==> src/rtl/systolic_feeder.sv <==
// Skew/feed stage for an N x N systolic array: buffers one A/B operand pair,
// then streams it as a diagonal wavefront, drains with zeros, and pulses done.
module systolic_feeder #(
    parameter int unsigned W     = 16,
    parameter int unsigned N     = 3,
    parameter int unsigned DRAIN = 6
) (
    input  logic           i_clk,
    input  logic           i_rst,
    input  logic           i_valid,
    output logic           o_ready,
    input  logic           i_mode,
    input  logic [W*N-1:0] i_a_col,
    input  logic [W*N-1:0] i_b_row,
    output logic           o_en,
    output logic           o_mode,
    output logic [W*N-1:0] o_A,
    output logic [W*N-1:0] o_B,
    output logic           o_busy,
    output logic           o_done
);

    localparam int unsigned CW     = $clog2(2 * N - 1 + DRAIN + 1);
    localparam int unsigned KW     = (N > 1) ? $clog2(N) : 1;
    localparam int unsigned LAST_T = 2 * N - 2;

    typedef enum logic [1:0] {
        S_LOAD,
        S_STREAM,
        S_DRAIN,
        S_DONE
    } state_t;

    state_t                       state_q, state_d;
    logic [KW-1:0]                k_q, k_d;
    logic [CW-1:0]                t_q, t_d;
    // buf_a is indexed [row i][k]; buf_b is indexed [k][col j]
    logic [N-1:0][N-1:0][W-1:0]   buf_a_q, buf_a_d;
    logic [N-1:0][N-1:0][W-1:0]   buf_b_q, buf_b_d;
    logic                         mode_q, mode_d;
    logic                         ready_q, ready_d;
    logic                         en_q, en_d;
    logic                         busy_q, busy_d;
    logic                         done_q, done_d;
    logic [W*N-1:0]               a_out_q, a_out_d;
    logic [W*N-1:0]               b_out_q, b_out_d;

    // Next-state, buffer writes and registered-output precompute
    always_comb begin
        state_d = state_q;
        k_d     = k_q;
        t_d     = t_q;
        buf_a_d = buf_a_q;
        buf_b_d = buf_b_q;
        mode_d  = mode_q;

        case (state_q)
            S_LOAD: begin
                if (i_valid) begin
                    for (int k = 0; k < N; k++) begin
                        if (k_q == KW'(k)) begin
                            for (int i = 0; i < N; i++) begin
                                buf_a_d[i][k] = i_a_col[i*W +: W];
                                buf_b_d[k][i] = i_b_row[i*W +: W];
                            end
                        end
                    end
                    if (k_q == '0) begin
                        mode_d = i_mode;
                    end
                    if (k_q == KW'(N - 1)) begin
                        k_d     = '0;
                        t_d     = '0;
                        state_d = S_STREAM;
                    end else begin
                        k_d = k_q + KW'(1);
                    end
                end
            end
            S_STREAM: begin
                if (t_q == CW'(LAST_T)) begin
                    t_d     = '0;
                    state_d = (DRAIN == 0) ? S_DONE : S_DRAIN;
                end else begin
                    t_d = t_q + CW'(1);
                end
            end
            S_DRAIN: begin
                if (t_q == CW'(DRAIN - 1)) begin
                    t_d     = '0;
                    state_d = S_DONE;
                end else begin
                    t_d = t_q + CW'(1);
                end
            end
            S_DONE: begin
                state_d = S_LOAD;
            end
            default: begin
                state_d = S_LOAD;
            end
        endcase

        ready_d = (state_d == S_LOAD);
        en_d    = (state_d == S_STREAM) || (state_d == S_DRAIN);
        busy_d  = (state_d != S_LOAD);
        done_d  = (state_d == S_DONE);
        a_out_d = '0;
        b_out_d = '0;
        // Lane i carries element k on wavefront step t = i + k; everything else is zero
        if (state_d == S_STREAM) begin
            for (int i = 0; i < N; i++) begin
                for (int k = 0; k < N; k++) begin
                    if (int'(t_d) == i + k) begin
                        a_out_d[i*W +: W] = buf_a_d[i][k];
                        b_out_d[i*W +: W] = buf_b_d[k][i];
                    end
                end
            end
        end
    end

    always_ff @(posedge i_clk) begin
        if (i_rst) begin
            state_q <= S_LOAD;
            k_q     <= '0;
            t_q     <= '0;
            buf_a_q <= '0;
            buf_b_q <= '0;
            mode_q  <= 1'b0;
            ready_q <= 1'b1;
            en_q    <= 1'b0;
            busy_q  <= 1'b0;
            done_q  <= 1'b0;
            a_out_q <= '0;
            b_out_q <= '0;
        end else begin
            state_q <= state_d;
            k_q     <= k_d;
            t_q     <= t_d;
            buf_a_q <= buf_a_d;
            buf_b_q <= buf_b_d;
            mode_q  <= mode_d;
            ready_q <= ready_d;
            en_q    <= en_d;
            busy_q  <= busy_d;
            done_q  <= done_d;
            a_out_q <= a_out_d;
            b_out_q <= b_out_d;
        end
    end

    assign o_ready = ready_q;
    assign o_en    = en_q;
    assign o_mode  = mode_q;
    assign o_A     = a_out_q;
    assign o_B     = b_out_q;
    assign o_busy  = busy_q;
    assign o_done  = done_q;

endmodule

==> config.mk <==
export PLATFORM = sky130hd
export DESIGN_NAME = systolic_feeder
export DESIGN_NICKNAME = d
export VERILOG_FILES = /design/src/rtl/systolic_feeder.sv
export SDC_FILE = /design/constraint.sdc
export NUM_CORES = 1
export LEC_CHECK = 0
export CAP_MARGIN = 20
export CELL_PAD_IN_SITES_DETAIL_PLACEMENT = 0
export CELL_PAD_IN_SITES_GLOBAL_PLACEMENT = 1
export CORE_MARGIN = 8
export CORE_UTILIZATION = 43
export DETAILED_ROUTE_END_ITERATION = 8
export PLACE_DENSITY_LB_ADDON = 0.3
export SLEW_MARGIN = 40
export SYNTH_ARGS = -nofsm -noshare
export SYNTH_HDL_FRONTEND = slang
export SYNTH_SLANG_ARGS = --single-unit
==> constraint.sdc <==
create_clock -name i_clk -period 4.5 [get_ports i_clk]
set_input_delay 1.35 -clock i_clk [delete_from_list [all_inputs] [get_ports i_clk]]
set_output_delay 1.35 -clock i_clk [all_outputs]
set_load 0.05 [all_outputs]
### Yosys cells after proc, flatten, opt, wreduce, memory -nomap -nowiden

Cells that the tools add are included.

* bits in registers: 397
* bits of input ports: 100
* output and inout port bits: 101
* logic and storage cells: 99

* $add $sub $neg: 2
* eq/ne operators: 14
* muxes and demuxes: 45
* bitwise operators: 1
* reduce and logical (&&, ||, !) cells: 9

Operator list (count)
* 144-bit 2-to-1 mux: 4
* 16-bit 2-to-1 mux: 27
* 48-bit 2-to-1 mux: 3
* 4-bit by 3-bit equality test with 1-bit output, second input constant: 4
* 4-bit 2-to-1 mux: 4
* 4-bit case mux with 3 select lines: 1
* 2-bit equality test, second input constant: 5
* 2-bit 2-to-1 mux: 5
* 2-bit case mux with 4 select lines: 1
* 2-bit by 1-bit equality test with 1-bit output, second input constant: 3
* 2-bit zero test: 3
* 4-bit by 1-bit adder with 4-bit output, second input constant: 1
* 4-bit by 2-bit equality test with 1-bit output, second input constant: 1
* 4-bit equality test, second input constant: 1
* 4-bit zero test: 1
* 3-bit AND reduction: 1
* 2-bit by 1-bit adder with 2-bit output, second input constant: 1
* 2-bit AND reduction: 1
* 2-bit nonzero test: 1
* 2-bit OR reduction: 1
* 1-bit logical OR: 1
* 1-bit inverter: 1

### Depth between registers and ports, before layout

* depth in word-level cells: 8
* gate-level depth with buffers: 15

### Worst setup path before layout

Ideal clock, no wire load.

* path kind: input port to flip-flop
* start point: input port i_valid
* end point: register a_out_q[0] (netlist: o_A[0])
* arrival: 3610 ps
* required time: 4366 ps
* setup slack: 756 ps
* cell stages on the path: 13
* buffers on the path: 5
* cell sequence: nand4_1 > buf_2 > buf_2 > nand2_1 > a21oi_1 > inv_1 > ha_1 > nor2b_1 > nand4_1 > buf_2 > clkbuf_1 > clkbuf_1 > a211oi_1

* elaborated cells between the ends (all ways): 15
* classes of those cells: eq/ne (3); mux (9); bitwise (1); reduce/logical (2)

RTL lines
* from (decl): RTL line 10 `input logic i_valid,`
* 2-bit 2-to-1 mux: RTL line 59 `if (i_valid) begin`
* 2-bit case mux with 4 select lines: RTL line 57 `case (state_q)`
* via state_d[0]: RTL line 34 `state_t state_q, state_d;`
* 2-bit by 1-bit equality test with 1-bit output: RTL line 111 `if (state_d == S_STREAM) begin`
* 1-bit inverter (no source line)
* 2-bit OR reduction (no source line)
* to (signal assigned): RTL line 148 `a_out_q <= a_out_d;`
* to (decl): RTL line 45 `logic [W*N-1:0] a_out_q, a_out_d;`

The timed path passes the listed nets, and every way through them passes these cells.
A chain may end at the register's enable or synchronous reset.

### Worst setup path in the final report

* start point: input port i_valid
* end point: register b_out_q[34] (netlist: o_B[34])

* word-level cells in the longest chain between the ends: 6
* elaborated cells between the ends (all ways): 15
* classes of those cells: eq/ne (4); mux (9); bitwise (1); reduce/logical (1)

RTL lines
* 4-bit 2-to-1 mux: RTL line 59
* 4-bit case mux with 3 select lines: RTL line 57
* 4-bit by 3-bit equality test with 1-bit output: RTL line 114 `if (int'(t_d) == i + k) begin`
* 16-bit 2-to-1 mux (3 in series): RTL line 114
* to (signal assigned): RTL line 149 `b_out_q <= b_out_d;`
* to (decl): RTL line 46 `logic [W*N-1:0] b_out_q, b_out_d;`

Several ways; a longest one is shown, not always the timed one.

==> results.json <==
{
  "ir_worst_vdd_mv": 0.262,
  "fin_cells": 2136,
  "synth_most_common_cell": "dfxtp_1",
  "synth_cell_types": 50,
  "synthCells": 1507,
  "firstDrtPassIters": 4,
  "grt_pass1_wl_mm": 65.7,
  "h-tree-depth": 2,
  "first_iter_violations": 563,
  "hold_viol": 0,
  "syn-mean-instance-area_um2": 10.3,
  "reg2reg_depth": 10,
  "setup_violations": 0,
  "max-slew-margin-rel_pct": 45.2,
  "power_density_nw_per_um2": 410,
  "start_kind": "primary input",
  "syn_to_final_growth_pct": 24.2,
  "clkTransAtPathRegs_ns": 0.06,
  "grt_pass1_vias": 12000,
  "path_class": "in -> reg",
  "startpoint": "i_valid",
  "hold_class": "reg -> reg",
  "initial_core_util_pct": 43.6,
  "die_area_um2": 42300,
  "synth_area_leaders": "dfxtp_1 (51%), mux2i_1 (12%), mux2_2 (5.2%)",
  "fp.dieH_um": 206,
  "cp.arrival_ns": 3.98,
  "synth_edf_count": 0,
  "synth.top_cells.by_count": "dfxtp_1 (397), nor2_1 (196), mux2i_1 (184)",
  "synth_top_area_cell": "dfxtp_1",
  "period_needed_ns": 3.59,
  "swShare_pct": 23.4,
  "ys.flop_type": "dfxtp_1",
  "r2r-end": "o_B[11]$_SDFF_PP0_",
  "cts_tree": "built",
  "viasPerCell": 5.50,
  "cts_setup_buffers": 0,
  "hold_buffers": 0,
  "seq_power_share_pct": 46.5,
  "antenna_found_initial": 5,
  "switchingPower_mw": 1.84,
  "synth_seq_cells": 397,
  "drive_gt1_share_pct": 10.7,
  "hpwlAfterDp_mm": 24.1,
  "end_kind": "register",
  "track_usage_pct": 19.0,
  "clock_skew_ns": 0.0118,
  "seq_area_frac_synth_pct": 51.4,
  "combPwrFrac_pct": 9.9,
  "crit_required_ns": 4.89,
  "status": "finished, final reports clean",
  "power.share.clock_pct": 43.6,
  "crit_path_end": "o_B[34]$_SDFF_PP0_",
  "postRouteAntennaNets": 0,
  "tightestPinTransition_ns": 0.821,
  "n_fill_cell": 3154,
  "insertion_delay_ns": 0.53,
  "dr_total_vias": 11700,
  "rsz0062_at_grt": "no",
  "cts_buffers": 42,
  "portBuffers": 200,
  "clkSinkCount": 397,
  "io_pins": 201,
  "overflow": 0,
  "totalWireLength_mm": 41.4,
  "place_inst": 2060,
  "clk_root_buffer_cell": "clkbuf_16",
  "synth_top_area_share_pct": 51.4,
  "wl_per_cell_um": 19.4,
  "crit_fanout": 32,
  "cap_violations": 0,
  "async_reset_ff_share_pct": 0,
  "power_mw": 7.87,
  "finalCritPeriodShare_pct": 79.8,
  "grt_max_degree": 155,
  "syn_nets": 1614,
  "r2r-start": "t_q[1]$_SDFF_PP0_",
  "drc": 0,
  "core_um2": 35500,
  "gp_congestion": 0.786,
  "rows": 69,
  "die_w_um": 206,
  "max_freq_ghz": 0.279,
  "slew_violations": 0,
  "layout.nets": 1751,
  "syn-cell-area_um2": 15500,
  "intPower_mw": 6.03,
  "leakage_nw": 7.86,
  "ys_warn_count": 0,
  "cts_resized": 0,
  "r2r_slack_ns": 1.23,
  "fin_setup_tns_ns": 0,
  "hold_depth": 2,
  "clock_path_buffers": 3
}
-- layout by cell type, fill, tap and decap left out, types with 10 or more instances in the layout --
master           instances
a21oi_1                 72
nor2_1                 195
o22a_1                  32
a221oi_1                14
dfxtp_1                397
nor4_1                  22
clkdlybuf4s50_1        199
o21ai_0                 35
mux2_2                  72
nor4b_1                 10
or3_1                   16
clkbuf_1                14
o211ai_1                35
mux2i_1                184
nand3_1                 35
o22ai_1                 32
clkbuf_16               43
a21o_1                  16
a32oi_1                 33
buf_4                   23
nor2b_1                 77
a211oi_1                32
-- power groups by stage --
| stage | clock, mW | sequential, mW | combinational, mW |
|---|---|---|---|
| 6_report | 3.43 | 3.66 | 0.779 |
| 5_1_grt | 3.65 | 3.67 | 0.849 |
| 4_1_cts | 3.51 | 3.66 | 0.785 |
| 3_5_place_dp | 0 | 3.74 | 0.780 |
| 3_3_place_gp | 0 | 3.74 | 0.771 |
| 2_1_floorplan | 0 | 3.75 | 0.507 |
-- per-layer routing --
metal / GRT usage, % / vias up / part of all wire [%]
li1: - / 5702 / -
met1: 24.1 / 5701 / 45
met2: 32.0 / 263 / 47
met3: 4.66 / 69 / 6.1
met4: 5.05 / 8 / 1.9
met5: 0 / - / 0.12
-- area by class of cell --
cell class / instances / area, um^2 / share of cell area, %
Inverter: 8 / 30.0 / 0.156
Tap cell: 461 / 577 / 3.00
Sequential cell: 397 / 7950 / 41.4
Timing Repair Buffer: 231 / 2340 / 12.2
Antenna cell: 1 / 2.50 / 0.0130
Clock inverter: 10 / 148 / 0.769
Clock buffer: 64 / 1220 / 6.38
Multi-Input combinational cell: 964 / 6930 / 36.1
-- worst max-delay path, stage by stage --
cell and delay (ns):
clkdlybuf4s50_1 0.54, nand3b_1 0.27, a32oi_1 0.39, nand3_1 0.53
nand4_1 0.33, buf_4 0.42, o22ai_1 0.14
-- sequential cells by signal (all words and copies together) (netlist names), named ones only --
signal   count
state_q      2
o_mode       1
o_busy       1
k_q          2
buf_b_q    144
o_en         1
o_B         48
buf_a_q    144
t_q          3
o_done       1
o_ready      1
o_A         48
-- worst min-delay path by stage --
stage,start,end,slack (ns)
CTS,buf_b_q[65]$_SDFF_PP0_,buf_b_q[65]$_SDFF_PP0_,0.49
finish,buf_b_q[65]$_SDFF_PP0_,buf_b_q[65]$_SDFF_PP0_,0.48
floorplan,buf_a_q[80]$_SDFF_PP0_,buf_a_q[80]$_SDFF_PP0_,0.45
global placement,buf_b_q[75]$_SDFF_PP0_,buf_b_q[75]$_SDFF_PP0_,0.46
global route,buf_b_q[16]$_SDFF_PP0_,buf_b_q[16]$_SDFF_PP0_,0.51
detailed placement,buf_b_q[65]$_SDFF_PP0_,buf_b_q[65]$_SDFF_PP0_,0.47
-- kinds of logic (layout without fill, tap and decap cells) --
kind of cell	count (synthesis)	after routing	share of synthesized area [%]
flip-flops	397	397	51.4
AND/OR/NAND/NOR	381	381	12.2
AO/OA/AOI/OAI	319	319	14.4
multiplexers	256	256	17.2
buffers and inverters	146	313	4.19
adder cells (fa/ha/maj)	7	7	0.566
XOR/XNOR	1	1	0.0567
other	0	1	0
-- per-stage QoR --
stage	setup slack, ns	area, um^2	util, %	hold WS, ns
after floorplan	0.756	15500	-	0.453
after global placement	0.443	17800	50.2	0.464
after detailed placement	0.356	17800	50.2	0.474
after CTS	0.901	19200	54.1	0.489
after global routing	0.791	19200	54.1	0.512
final	0.910	19200	54.1	0.484
Power figures use the tool's default switching activity.
